### config.mk
export PLATFORM = sky130hd
export DESIGN_NAME = register_writeback
export DESIGN_NICKNAME = d
export VERILOG_FILES = /design/src/rtl/register_writeback.sv
export SDC_FILE = /design/constraint.sdc
export NUM_CORES = 1
export LEC_CHECK = 0
export ABC_CLOCK_PERIOD_IN_PS = 3200
export BUFFER_PORTS_ARGS = -buffer_cell sky130_fd_sc_hd__buf_2
export CAP_MARGIN = 20
export CELL_PAD_IN_SITES_DETAIL_PLACEMENT = 0
export CELL_PAD_IN_SITES_GLOBAL_PLACEMENT = 1
export CORE_MARGIN = 8
export CORE_UTILIZATION = 47
export CTS_BUF_LIST = sky130_fd_sc_hd__clkbuf_4 sky130_fd_sc_hd__clkbuf_8 sky130_fd_sc_hd__clkbuf_16
export CTS_CLUSTER_SIZE = 16
export DETAILED_ROUTE_END_ITERATION = 16
export HOLD_SLACK_MARGIN = 0.12
export PLACE_DENSITY = 0.81
export SETUP_SLACK_MARGIN = 0.02
export SYNTH_ARGS = -nofsm -noshare
export SYNTH_HDL_FRONTEND = slang
export SYNTH_SLANG_ARGS = --single-unit
### constraint.sdc
create_clock -name clock -period 3.2 [get_ports clock]
set_input_delay 0.64 -clock clock [delete_from_list [all_inputs] [get_ports clock]]
set_output_delay 0.64 -clock clock [all_outputs]
set_load 0.02 [all_outputs]
### src/rtl/register_writeback.sv
// Register-file writeback stage: merges never-stalled ALU results with buffered load
// results and keeps a pending-load scoreboard for operand hazard lookups.
module register_writeback #(
    parameter int FIFO_DEPTH = 4
) (
    input  logic        clock,
    input  logic        reset,
    input  logic        aluValid,
    input  logic [4:0]  aluRd,
    input  logic [31:0] aluData,
    input  logic        loadIssue,
    input  logic [4:0]  loadIssueRd,
    input  logic        loadValid,
    input  logic [4:0]  loadRd,
    input  logic [31:0] loadData,
    output logic        loadReady,
    input  logic [4:0]  rs1,
    input  logic [4:0]  rs2,
    output logic        rs1Busy,
    output logic        rs2Busy,
    output logic        writeRegister,
    output logic [4:0]  rd,
    output logic [31:0] dataToWrite
);

    localparam int PTR_W = $clog2(FIFO_DEPTH);
    localparam logic [PTR_W-1:0] PTR_ONE  = PTR_W'(1);
    localparam logic [PTR_W:0]   CNT_ONE  = (PTR_W+1)'(1);
    localparam logic [PTR_W:0]   CNT_FULL = (PTR_W+1)'(FIFO_DEPTH);

    logic [4:0]       fifo_rd_q   [FIFO_DEPTH];
    logic [4:0]       fifo_rd_d   [FIFO_DEPTH];
    logic [31:0]      fifo_data_q [FIFO_DEPTH];
    logic [31:0]      fifo_data_d [FIFO_DEPTH];
    logic [PTR_W-1:0] wr_ptr_q, wr_ptr_d;
    logic [PTR_W-1:0] rd_ptr_q, rd_ptr_d;
    logic [PTR_W:0]   count_q, count_d;
    logic [31:0]      pending_q, pending_d;
    logic             write_q, write_d;
    logic [4:0]       rd_q, rd_d;
    logic [31:0]      data_q, data_d;

    logic             push;
    logic             pop;
    logic [4:0]       head_rd;
    logic [31:0]      head_data;

    // Ready depends on registered occupancy only, so no loadValid->loadReady path.
    assign loadReady = (count_q < CNT_FULL);
    assign push      = loadValid && loadReady;
    assign pop       = !aluValid && (count_q != '0);
    assign head_rd   = fifo_rd_q[rd_ptr_q];
    assign head_data = fifo_data_q[rd_ptr_q];

    always_comb begin
        fifo_rd_d   = fifo_rd_q;
        fifo_data_d = fifo_data_q;
        wr_ptr_d    = wr_ptr_q;
        rd_ptr_d    = rd_ptr_q;
        count_d     = count_q;
        if (push) begin
            fifo_rd_d[wr_ptr_q]   = loadRd;
            fifo_data_d[wr_ptr_q] = loadData;
            wr_ptr_d              = wr_ptr_q + PTR_ONE;
        end
        if (pop) begin
            rd_ptr_d = rd_ptr_q + PTR_ONE;
        end
        case ({push, pop})
            2'b10:   count_d = count_q + CNT_ONE;
            2'b01:   count_d = count_q - CNT_ONE;
            default: count_d = count_q;
        endcase
    end

    // A new issue to the same register outlives the pop of the older load.
    always_comb begin
        pending_d = pending_q;
        if (pop) begin
            pending_d[head_rd] = 1'b0;
        end
        if (loadIssue && (loadIssueRd != 5'd0)) begin
            pending_d[loadIssueRd] = 1'b1;
        end
        pending_d[0] = 1'b0;
    end

    always_comb begin
        write_d = 1'b0;
        rd_d    = rd_q;
        data_d  = data_q;
        if (aluValid) begin
            write_d = (aluRd != 5'd0);
            rd_d    = aluRd;
            data_d  = aluData;
        end else if (pop) begin
            write_d = (head_rd != 5'd0);
            rd_d    = head_rd;
            data_d  = head_data;
        end
    end

    always_ff @(posedge clock) begin
        if (reset) begin
            wr_ptr_q  <= '0;
            rd_ptr_q  <= '0;
            count_q   <= '0;
            pending_q <= '0;
            write_q   <= 1'b0;
            rd_q      <= 5'd0;
            data_q    <= 32'd0;
        end else begin
            wr_ptr_q  <= wr_ptr_d;
            rd_ptr_q  <= rd_ptr_d;
            count_q   <= count_d;
            pending_q <= pending_d;
            write_q   <= write_d;
            rd_q      <= rd_d;
            data_q    <= data_d;
        end
    end

    // Buffer storage needs no reset: occupancy gates every read of it.
    always_ff @(posedge clock) begin
        fifo_rd_q   <= fifo_rd_d;
        fifo_data_q <= fifo_data_d;
    end

    assign rs1Busy       = (rs1 != 5'd0) && pending_q[rs1];
    assign rs2Busy       = (rs2 != 5'd0) && pending_q[rs2];
    assign writeRegister = write_q;
    assign rd            = rd_q;
    assign dataToWrite   = data_q;

endmodule

== Word-level counts from Yosys, hierarchy flattened ==
Index checks and enable logic that the tools add are counted.
Operators by class
  add/subtract/negate cells: 4
  $mul: 0
  div/mod/pow operators: 0
  order comparisons: 10
  equal/unequal tests: 2
  shifts and indexed selects: 0
  muxes and demuxes: 29
  bitwise gates (word level): 5
  reduce and logical (&&, ||, !) cells: 17
Operator list (count)
  32-bit 2-to-1 mux: 7
  128-bit bitwise mux: 1
  32-bit binary-select mux with 2-bit select: 1
  32-bit demux with 2-bit select: 1
  32-bit AND: 1
  32-bit inverter: 1
  32-bit bitwise OR: 1
  5-bit 2-to-1 mux: 5
  5-bit nonzero test: 5
  5-bit by 6-bit < comparator with 1-bit output, second input constant: 4
  20-bit bitwise mux: 1
  1-bit binary-select mux with 5-bit select: 2
  5-bit binary-select mux with 2-bit select: 1
  1-bit demux with 5-bit select: 2
  5-bit demux with 2-bit select: 1
  5-bit by 1-bit greater-or-equal comparator with 1-bit output, second input constant: 2
  1-bit logical AND: 8
  3-bit greater-or-equal comparator, second input constant: 2
  1-bit 2-to-1 mux: 6
  2-bit inverter with 3-bit output: 2
  3-bit case mux with 2 select lines: 1
  2-bit by 1-bit adder with 2-bit output, second input constant: 2
  2-bit nonzero test: 2
  3-bit by 1-bit adder with 3-bit output, second input constant: 1
  7 further kinds: 7
Storage, ports and cells
  bits in registers: 225
  bits in latches: 0
  bits in writable memories: 0
  memory bits (read-only): 0
  bits of input ports: 94
  logic and storage cells: 83
  memories: 0

== Depth between registers and ports, before layout ==
Gate-level depths: netlist (run 1).
  depth in word-level cells: 13
  depth in mapped cells: 9
  gate-level depth less buffers: 8

== Worst setup path before layout (run 1) ==
No wires, ideal clock.
  kind: input to output
  start: in rs2[2]
  end: out rs2Busy
  arrival: 2238 ps
  data required time: 2560 ps
  path slack: 322 ps
  cell stages on the path: 5
  path buffers: 1
  path through: clkbuf_1 > mux4_2 > mux2i_1 > nor3b_1 > or4_1
Between the ends
  longest elaborated chain between the ends: 3
  elaborated cells on any way between the ends: 4
  those cells by class: mux: 2; reduce/logical: 2
Ends and longest elaborated chain
  start: declaration: RTL line 18  | input logic [4:0] rs2,
  1-bit binary-select mux with 5-bit select: RTL line 130  | assign rs2Busy = (rs2 != 5'd0) && pending_q[rs2];
  1-bit 2-to-1 mux (not written as such): RTL line 130
  1-bit logical AND *: RTL line 130
  end: declaration: RTL line 20  | output logic rs2Busy,
Mark *: on every way between the ends. The rest lies on a longest branch, timed or not. The select of a mux whose other input is x is not followed.

== Worst setup path after layout (run 1) ==
Ends and elaborated chain as after synthesis.

==> results.toml, run 1 <==
[cts]
cts_tree = "built"
postCtsResizedCells = 0
ctsHoldBuffers = 0
htreeDepth = 1
worstSkewPairLatency_ps = 510
path_clk_slew_ps = 60
clkSinkCount = 224
root_buffer = "clkbuf_16"
postCtsSetupBuffers = 0
clk_path_buf_depth = 3
cts_buffers = 23

[run]
max-cap-violations = 0

[critical_path]
cp_max_fo = 9
required_ps = 2560
path_class = "input port to primary output"
cp.arrival_ps = 2290
endpoint_kind = "primary output"
worst_setup_path_start_kind = "input port"

[synth]
seq_area_frac_synth = 0.637
yosysWarnings = 0
synth_nets = 797
synthFlopType = "edfxtp_1"
ys_types = 45
syn_area_per_cell_um2 = 13.4
async_flop_share = 0
synth_edf_count = 148
synth_area_mm2 = 0.00937
ys_ff_latch = 224
synth_cells = 697

[power_and_ir_drop]
p_leak_nw = 4.29
p_sw_mw = 2.44
power_density_mw_per_mm2 = 751
power_frac_comb = 0.242
vdd_drop_max_v = 0.000586
p_total_mw = 8.35
p_clk_frac = 0.324
switching_share = 0.293
share_seq_of_total_power = 0.434
intPower_mw = 5.90

[sta]
holdWs_ps = 348
drv_slew = 0
fin_crit_sh = 0.915
fmax_mhz = 342
grt_setup_unrepaired = "false"
finClkSkew_ps = 14.6
setup_viol = 0
slew_headroom = 0.389
tns_ps = 0
hold_violations = 0
tightestPinTransition_ps = 909
min_period_ps = 2930

[drt]
drt-vias-per-instance = 5.50
first_pass_iters = 5
routed_wl_um = 22000
post_drt_wl_per_cell_um = 19.9
drcViolationCount = 0
drt_iter0_markers = 339
route.vias.total = 6098
ant_nets = 0

[cells_and_area]
fillers = 1645
n_antenna_cell = 0
regArea_mm2 = 0.00597
fin_area_mm2 = 0.0111
multiInputGateArea_mm2 = 0.00305
syn_to_final_growth_pct = 18.7
fin_nets = 926
drive_gt1_frac = 0.295

[die]
die-area_mm2 = 0.0247
core_mm2 = 0.0195
ios = 135
fp-row-count = 51
die_h_um = 157
die_x_um = 157
start_util = 0.480

[placement]
place_congestion = 0.857
hpwl_um = 14900
io_buffers = 134
placed_area_mm2 = 0.0103

[global_route]
grt_pass1_wl_um = 34700
antenna_found_initial = 1
first_global_vias = 6664
grt-ovfl-total = 0
grt_util_all_layers = 0.177
grt_max_degree = 77

[run_status]
status = "completed"

[min_path]
hold_path_class = "input port to flip-flop"
==> metrics by stage <==
step,setup WS [ps],utilization,std cells
floorplan,322,-,697
global placement,265,0.530,1066
detailed placement,231,0.530,1066
CTS,229,0.569,1108
global route,166,0.569,1108
finish,273,0.569,1108
==> layer usage <==
layer / vias to the layer above / routed length (um) / track usage
met3: 32 / 1330 / 0.0340
met4: 2 / 380 / 0.0512
li1: 2858 / - / -
met5: - / 10 / 0
met1: 3001 / 9140 / 0.215
met2: 205 / 11100 / 0.315
==> power by group through the flow <==
stage | Clock, mW | Combinational (mW) | Sequential (mW)
after CTS | 2.76 | 2.06 | 3.63
after detailed placement | 0 | 2.04 | 3.69
final | 2.70 | 2.02 | 3.63
after global routing | 2.87 | 2.20 | 3.66
after global placement | 0 | 2.01 | 3.66
after floorplan | 0 | 1.32 | 3.75
==> registers in the layout (all words and copies together), names as in the netlist <==
register,flops
count_q,3
dataToWrite,32
fifo_data_q,128
fifo_rd_q,20
pending_q,31
rd,5
rd_ptr_q,2
wr_ptr_q,2
writeRegister,1
==> synthesized netlist by cell type, types with 3 or more instances <==
cell type	n	area share
a21oi_1	43	0.023
a221oi_1	38	0.036
and2_1	4	0.0027
buf_1	4	0.0016
buf_2	7	0.0037
clkbuf_1	30	0.012
dfxtp_1	76	0.16
edfxtp_1	148	0.47
ha_1	5	0.0067
inv_1	46	0.018
mux2i_1	6	0.0064
mux4_2	49	0.12
nand2_1	102	0.041
nand2b_1	4	0.0027
nand3_1	3	0.0016
nand3b_1	4	0.0032
nor2_1	17	0.0068
nor2b_1	33	0.022
nor3_1	3	0.0016
nor3b_1	5	0.0040
o21ai_0	24	0.013
o21ai_1	9	0.0048
or3b_1	3	0.0028
xnor2_1	3	0.0028
==> cell type report <==
class                           instances  area share
Clock buffer                           30      0.0570
Clock inverter                         12      0.0131
Inverter                               46      0.0155
Multi-Input combinational cell        383       0.275
Sequential cell                       224       0.537
Tap cell                              265      0.0298
Timing Repair Buffer                  148      0.0731
==> kinds of logic (layout without fill, tap and decap cells) <==
logic type / after synthesis / after routing / synth area share
xor+xnor: 5 / 5 / 0.00467
simple gates: 193 / 193 / 0.101
buf+inv: 90 / 236 / 0.0386
flops: 224 / 224 / 0.637
compound gates: 122 / 122 / 0.0834
fa+ha+maj: 6 / 6 / 0.00881
mux: 57 / 57 / 0.127
==> path summary, 6_finish.rpt <==
path | start | endpoint | slack (ps) | cells after the start
setup reg to reg | rd_ptr_q[0]$_SDFFE_PP0N_ | pending_q[4]$_SDFF_PP0_ | 880 | 4
hold / removal | loadData[18] | fifo_data_q[82]$_DFFE_PP_ | 350 | 1
setup / recovery | rs2[2] | rs2Busy | 270 | 6
hold reg to reg | dataToWrite[24]$_SDFFE_PP0P_ | dataToWrite[24]$_SDFFE_PP0P_ | 550 | 2
==> critical path: stages <==
cell and delay [ps]:
buf_2 200, mux4_2 510, mux2i_1 190, nor3b_1 70, or4_1 510, buf_2 170
==> cells in the final DEF, fill, tap and decap left out, types with 9 or more instances in the layout <==
cell	instances
buf_2	134
a21oi_1	43
inv_1	46
nor2_1	17
nand2_1	102
o21ai_0	24
o21ai_1	9
dfxtp_1	74
edfxtp_1	148
clkbuf_16	23
buf_4	11
nor2b_1	33
mux4_2	49
a221oi_1	38
(Power assumes the default switching activity.)
==> run 2, diff against run 1 <==
Settings changed: REMOVE_ABC_BUFFERS from default to 1.
==> run 2 against run 1 <==
  * Combinational power is 2% higher
  * Power is 3.0% higher
  * Clock-buffer cell count is 4 higher
  * Core utilization is 0.62 points higher
  * Setup slack worse by 7.9 ps
  * Clock skew is 0.93 ps lower
  * Global-route usage is 0.098 points lower
  * Cell area is 1.1% higher
  * Largest power group unchanged
==> results.toml, run 2 (synthesized netlist as in run 1, its figures left out) <==
[run_status]
status = "completed"

[cts]
path_clk_slew_ps = 60
root_buffer = "clkbuf_16"
worstSkewPairLatency_ps = 500
ctsHoldBuffers = 0
postCtsResizedCells = 0
clkSinkCount = 224
clk_path_buf_depth = 3
cts_tree = "built"
postCtsSetupBuffers = 0
cts_buffers = 24
htreeDepth = 1

[cells_and_area]
layout_commonest_cell = "edfxtp_1"
fin_nets = 927
drive_gt1_frac = 0.297
mostFrequentLayoutCells = "148 x edfxtp_1, 134 x buf_2, 102 x nand2_1"
final_cell_count_no_fill = 1113
syn_to_final_growth_pct = 19.9
top_register = "fifo_data_q"
largest_reg_flops = 128

[min_path]
hold_path_class = "input port to flip-flop"

[drt]
post_drt_wl_per_cell_um = 19.7
drt-vias-per-instance = 5.52
drcViolationCount = 0
first_pass_iters = 5
drt_iter0_markers = 404
routed_wl_um = 21900
route.vias.total = 6139
ant_nets = 0

[power_and_ir_drop]
intPower_mw = 6.12
p_clk_frac = 0.342
vdd_drop_max_v = 0.000542
power_frac_comb = 0.239
share_seq_of_total_power = 0.418
switching_share = 0.288
p_sw_mw = 2.47
power_density_mw_per_mm2 = 765
p_leak_nw = 4.33

[die]
start_util = 0.480
die_x_um = 157
core_mm2 = 0.0195
fp-row-count = 51
ios = 135
die-area_mm2 = 0.0247
die_h_um = 157

[sta]
fin_crit_sh = 0.917
fmax_mhz = 341
drv_slew = 0
hold_violations = 0
setup_ws_ps = 265
tightestPinTransition_ps = 1000
grt_setup_unrepaired = "false"
holdWs_ps = 353
finClkSkew_ps = 13.7
setup_viol = 0
min_period_ps = 2930
slew_headroom = 0.328

[critical_path]
cp.arrival_ps = 2290
crit_chain = "buf_2 > mux4_2 > a2bb2oi_1 > and4b_1 > or4_1 > buf_2"
endpoint_kind = "primary output"
cpPeakStageDelay_ps = 530
path_class = "input port to primary output"
worst_setup_path_start_kind = "input port"
slowest_stage = "mux4_2"
critical_path.top_delay_family = "simple AND/OR/NAND/NOR gates"
required_ps = 2560
ff2ff_setup_slack_ps = 970
cp_max_fo = 7
critical_path_buf_inv_count = 2
critical_path.most_common_cell = "buf_2"

[global_route]
grt_util_all_layers = 0.176
first_global_vias = 6585
antenna_found_initial = 7
grt_pass1_wl_um = 34300
grt_max_degree = 64
grt-ovfl-total = 0

[placement]
place_congestion = 0.855
place_inst = 1066
pre_cts_ws_ps = 250
io_buffers = 134
hpwl_um = 14900

[run]
max-cap-violations = 0
run 2: changes by cell type in the layout (fill, tap and decap cells not counted), sizes merged:
cell and change:
clkinv -1, inv -1, clkbuf +4, diode +3
run 2: layer usage:
metal / GRT usage / up-vias / wire length [um]
li1: - / 2862 / -
met1: 0.211 / 3007 / 8930
met2: 0.310 / 219 / 11100
met3: 0.0433 / 41 / 1560
met4: 0.0517 / 10 / 334
met5: 0 / - / 62
run 2: final timing paths:
| path | from | end | cells past startpoint |
|---|---|---|---|
| setup / recovery | rs2[1] | rs2Busy | 6 |
| hold / removal | loadData[9] | fifo_data_q[41]$_DFFE_PP_ | 1 |
| setup reg to reg | rd_ptr_q[0]$_SDFFE_PP0N_ | writeRegister$_SDFF_PP0_ | 5 |
| hold reg to reg | dataToWrite[24]$_SDFFE_PP0P_ | dataToWrite[24]$_SDFFE_PP0P_ | 2 |
run 2: area by class of cell:
| cell class | count | area, um2 |
|---|---|---|
| fillers | 1586 | 8290 |
| repair buffers | 148 | 826 |
| inverters | 46 | 173 |
| clock inverters | 10 | 139 |
| flip-flops and latches | 224 | 5970 |
| clock buffers | 34 | 742 |
| diodes | 3 | 7.51 |
| well taps | 265 | 332 |
| multi-input cells | 383 | 3050 |
run 2: stage by stage:
| step | power (mW) | utilization | TNS (ps) | cell area, um2 |
|---|---|---|---|---|
| finish | 8.60 | 0.576 | 0 | 11200 |
| floorplan | 4.97 | - | -4170 | 9180 |
| global placement | 5.66 | 0.530 | 0 | 10400 |
| CTS | 8.69 | 0.575 | 0 | 11200 |
| detailed placement | 5.74 | 0.530 | 0 | 10400 |
| global route | 8.99 | 0.576 | 0 | 11200 |
run 2: power by group through the flow:
| stage | logic (mW) | clock network [mW] | registers, mW |
|---|---|---|---|
| after CTS | 2.10 | 3.00 | 3.60 |
| final | 2.06 | 2.94 | 3.60 |
| after global routing | 2.25 | 3.12 | 3.63 |
| after floorplan | 1.10 | 0 | 3.86 |
| after global placement | 2.03 | 0 | 3.63 |
| after detailed placement | 2.09 | 0 | 3.66 |
==> run 3, diff against run 2 <==
Settings changed: CORE_UTILIZATION 47 to 35, PLACE_DENSITY 0.81 to 0.64.
==> run 3 against run 2 <==
  * Setup slack better by 6.3 ps
  * First-iteration DRC count decreased by 19%
  * Via count down 1.3%
  * Routed wire length increased by 5.6%
  * Critical path depth is the same
  * Worst hold slack lost 7.6 ps
  * Power shrank 1.1%
  * Maximum frequency grew 0.22%
  * Core utilization fell by 15 points
  * Highest routed layer unchanged
==> results.toml, run 3 (synthesized netlist as in run 1, its figures left out) <==
[cells_and_area]
largest_reg_flops = 128
top_register = "fifo_data_q"
layout_commonest_cell = "edfxtp_1"
regArea_mm2 = 0.00597
fillers = 2487
multiInputGateArea_mm2 = 0.00305
mostFrequentLayoutCells = "148 x edfxtp_1, 134 x buf_2, 102 x nand2_1"
final_core_util = 0.423
fin_nets = 929
drive_gt1_frac = 0.294
syn_to_final_growth_pct = 20.3

[power_and_ir_drop]
switching_share = 0.294
p_sw_mw = 2.50
share_seq_of_total_power = 0.426
power_density_mw_per_mm2 = 755
intPower_mw = 6.01
p_leak_nw = 4.30
power_frac_comb = 0.238
p_clk_frac = 0.336
vdd_drop_max_v = 0.000423

[die]
core_mm2 = 0.0267
die-area_mm2 = 0.0323
start_util = 0.352
ios = 135
die_h_um = 180
die_x_um = 180
fp-row-count = 60

[global_route]
grt_util_all_layers = 0.140
grt-ovfl-total = 0
grt_pass1_wl_um = 36500
grt_max_degree = 56
first_global_vias = 6349
antenna_found_initial = 4

[run]
max-cap-violations = 0

[cts]
clk_path_buf_depth = 3
cts_tree = "built"
postCtsResizedCells = 0
htreeDepth = 1
path_clk_slew_ps = 60
cts_buffers = 25
worstSkewPairLatency_ps = 510
clkSinkCount = 224
root_buffer = "clkbuf_16"
postCtsSetupBuffers = 0
ctsHoldBuffers = 0

[placement]
place_congestion = 0.789
hpwl_um = 15300
io_buffers = 134

[critical_path]
worst_setup_path_start_kind = "input port"
path_class = "input port to primary output"
ff2ff_setup_slack_ps = 800
reg2reg_from = "rd_ptr_q[0]$_SDFFE_PP0N_"
r2r_end = "pending_q[2]$_SDFF_PP0_"
required_ps = 2560
cp.arrival_ps = 2290
endpoint_kind = "primary output"
cp_max_fo = 7
worstRegToRegCells = 4

[sta]
grt_setup_unrepaired = "false"
finClkSkew_ps = 10.1
fin_crit_sh = 0.915
fmax_mhz = 341
min_period_ps = 2930
slew_headroom = 0.527
tightestPinTransition_ps = 703
tns_ps = 0
hold_violations = 0
setup_viol = 0
drv_slew = 0

[min_path]
hold_end = "fifo_data_q[98]$_DFFE_PP_"
min_from = "loadData[2]"
hold_depth = 1
hold_path_class = "input port to flip-flop"

[drt]
drt-vias-per-instance = 5.09
route.vias.total = 6062
wl_met3_um = 1220
wl_met1_um = 10600
first_pass_iters = 4
ant_nets = 0
route.met2.wl_um = 10900
top_layer_used = "met5"
routed_wl_um = 23200
post_drt_wl_per_cell_um = 19.5
drcViolationCount = 0
drt_iter0_markers = 329

[run_status]
status = "completed"
[run 3: cell count changes in the layout (fill, tap and decap cells not counted), moves of 2 or more]
| cell | before | now |
|---|---|---|
| buf_12 | 4 | 2 |
| clkinv_1 | 1 | 6 |
| clkbuf_4 | 3 | 7 |
| buf_4 | 10 | 13 |
| diode_2 | 3 | 1 |
| clkinv_2 | 4 | 0 |
| clkbuf_8 | 5 | 1 |
[run 3: power by group through the flow]
stage | registers, mW | clock network (mW) | logic (mW)
2_1_floorplan | 3.86 | 0 | 1.10
3_3_place_gp | 3.68 | 0 | 2.07
3_5_place_dp | 3.69 | 0 | 2.07
4_1_cts | 3.63 | 2.94 | 2.07
5_1_grt | 3.66 | 3.06 | 2.21
6_report | 3.62 | 2.86 | 2.02
[run 3: critical path: stages]
cell       delay [ps]
buf_2             190
mux4_2            530
a2bb2oi_1         140
and4b_1           160
or4_1             450
buf_2             170
[run 3: worst max-delay path by stage]
stage / end / from / slack, ps / cells after the start
6_report: rs2Busy / rs2[1] / 270 / 6
5_1_grt: rs2Busy / rs2[2] / 190 / 6
4_1_cts: rs2Busy / rs2[1] / 260 / 6
3_5_place_dp: rs2Busy / rs2[1] / 260 / 6
3_3_place_gp: rs2Busy / rs2[2] / 260 / 6
2_1_floorplan: count_q[2]$_SDFFE_PP0P_ / count_q[2]$_SDFFE_PP0P_ / -660 / 8
[run 3: metal layers]
layer | vias up | track usage
met5 | - | 0
met4 | 8 | 0.0260
met3 | 39 | 0.0321
met2 | 167 | 0.232
met1 | 2976 | 0.185
li1 | 2872 | -
[run 3: per-stage QoR]
step | std cells | setup WS (ps) | power (mW) | hold WS, ps | cell area, um2
2_1_floorplan | 653 | -655 | 4.97 | 487 | 9180
3_3_place_gp | 1143 | 259 | 5.75 | 540 | 10400
3_5_place_dp | 1143 | 257 | 5.76 | 542 | 10400
6_report | 1190 | 272 | 8.51 | 346 | 11300
4_1_cts | 1189 | 255 | 8.65 | 320 | 11300
5_1_grt | 1189 | 187 | 8.94 | 329 | 11300
[run 3: final cells by class]
type | count | area share
diodes | 1 | 0.000222
clock buffers | 33 | 0.0614
clock inverters | 13 | 0.0130
inverters | 46 | 0.0153
multi-input cells | 383 | 0.271
flip-flops and latches | 224 | 0.530
well taps | 341 | 0.0379
repair buffers | 149 | 0.0717
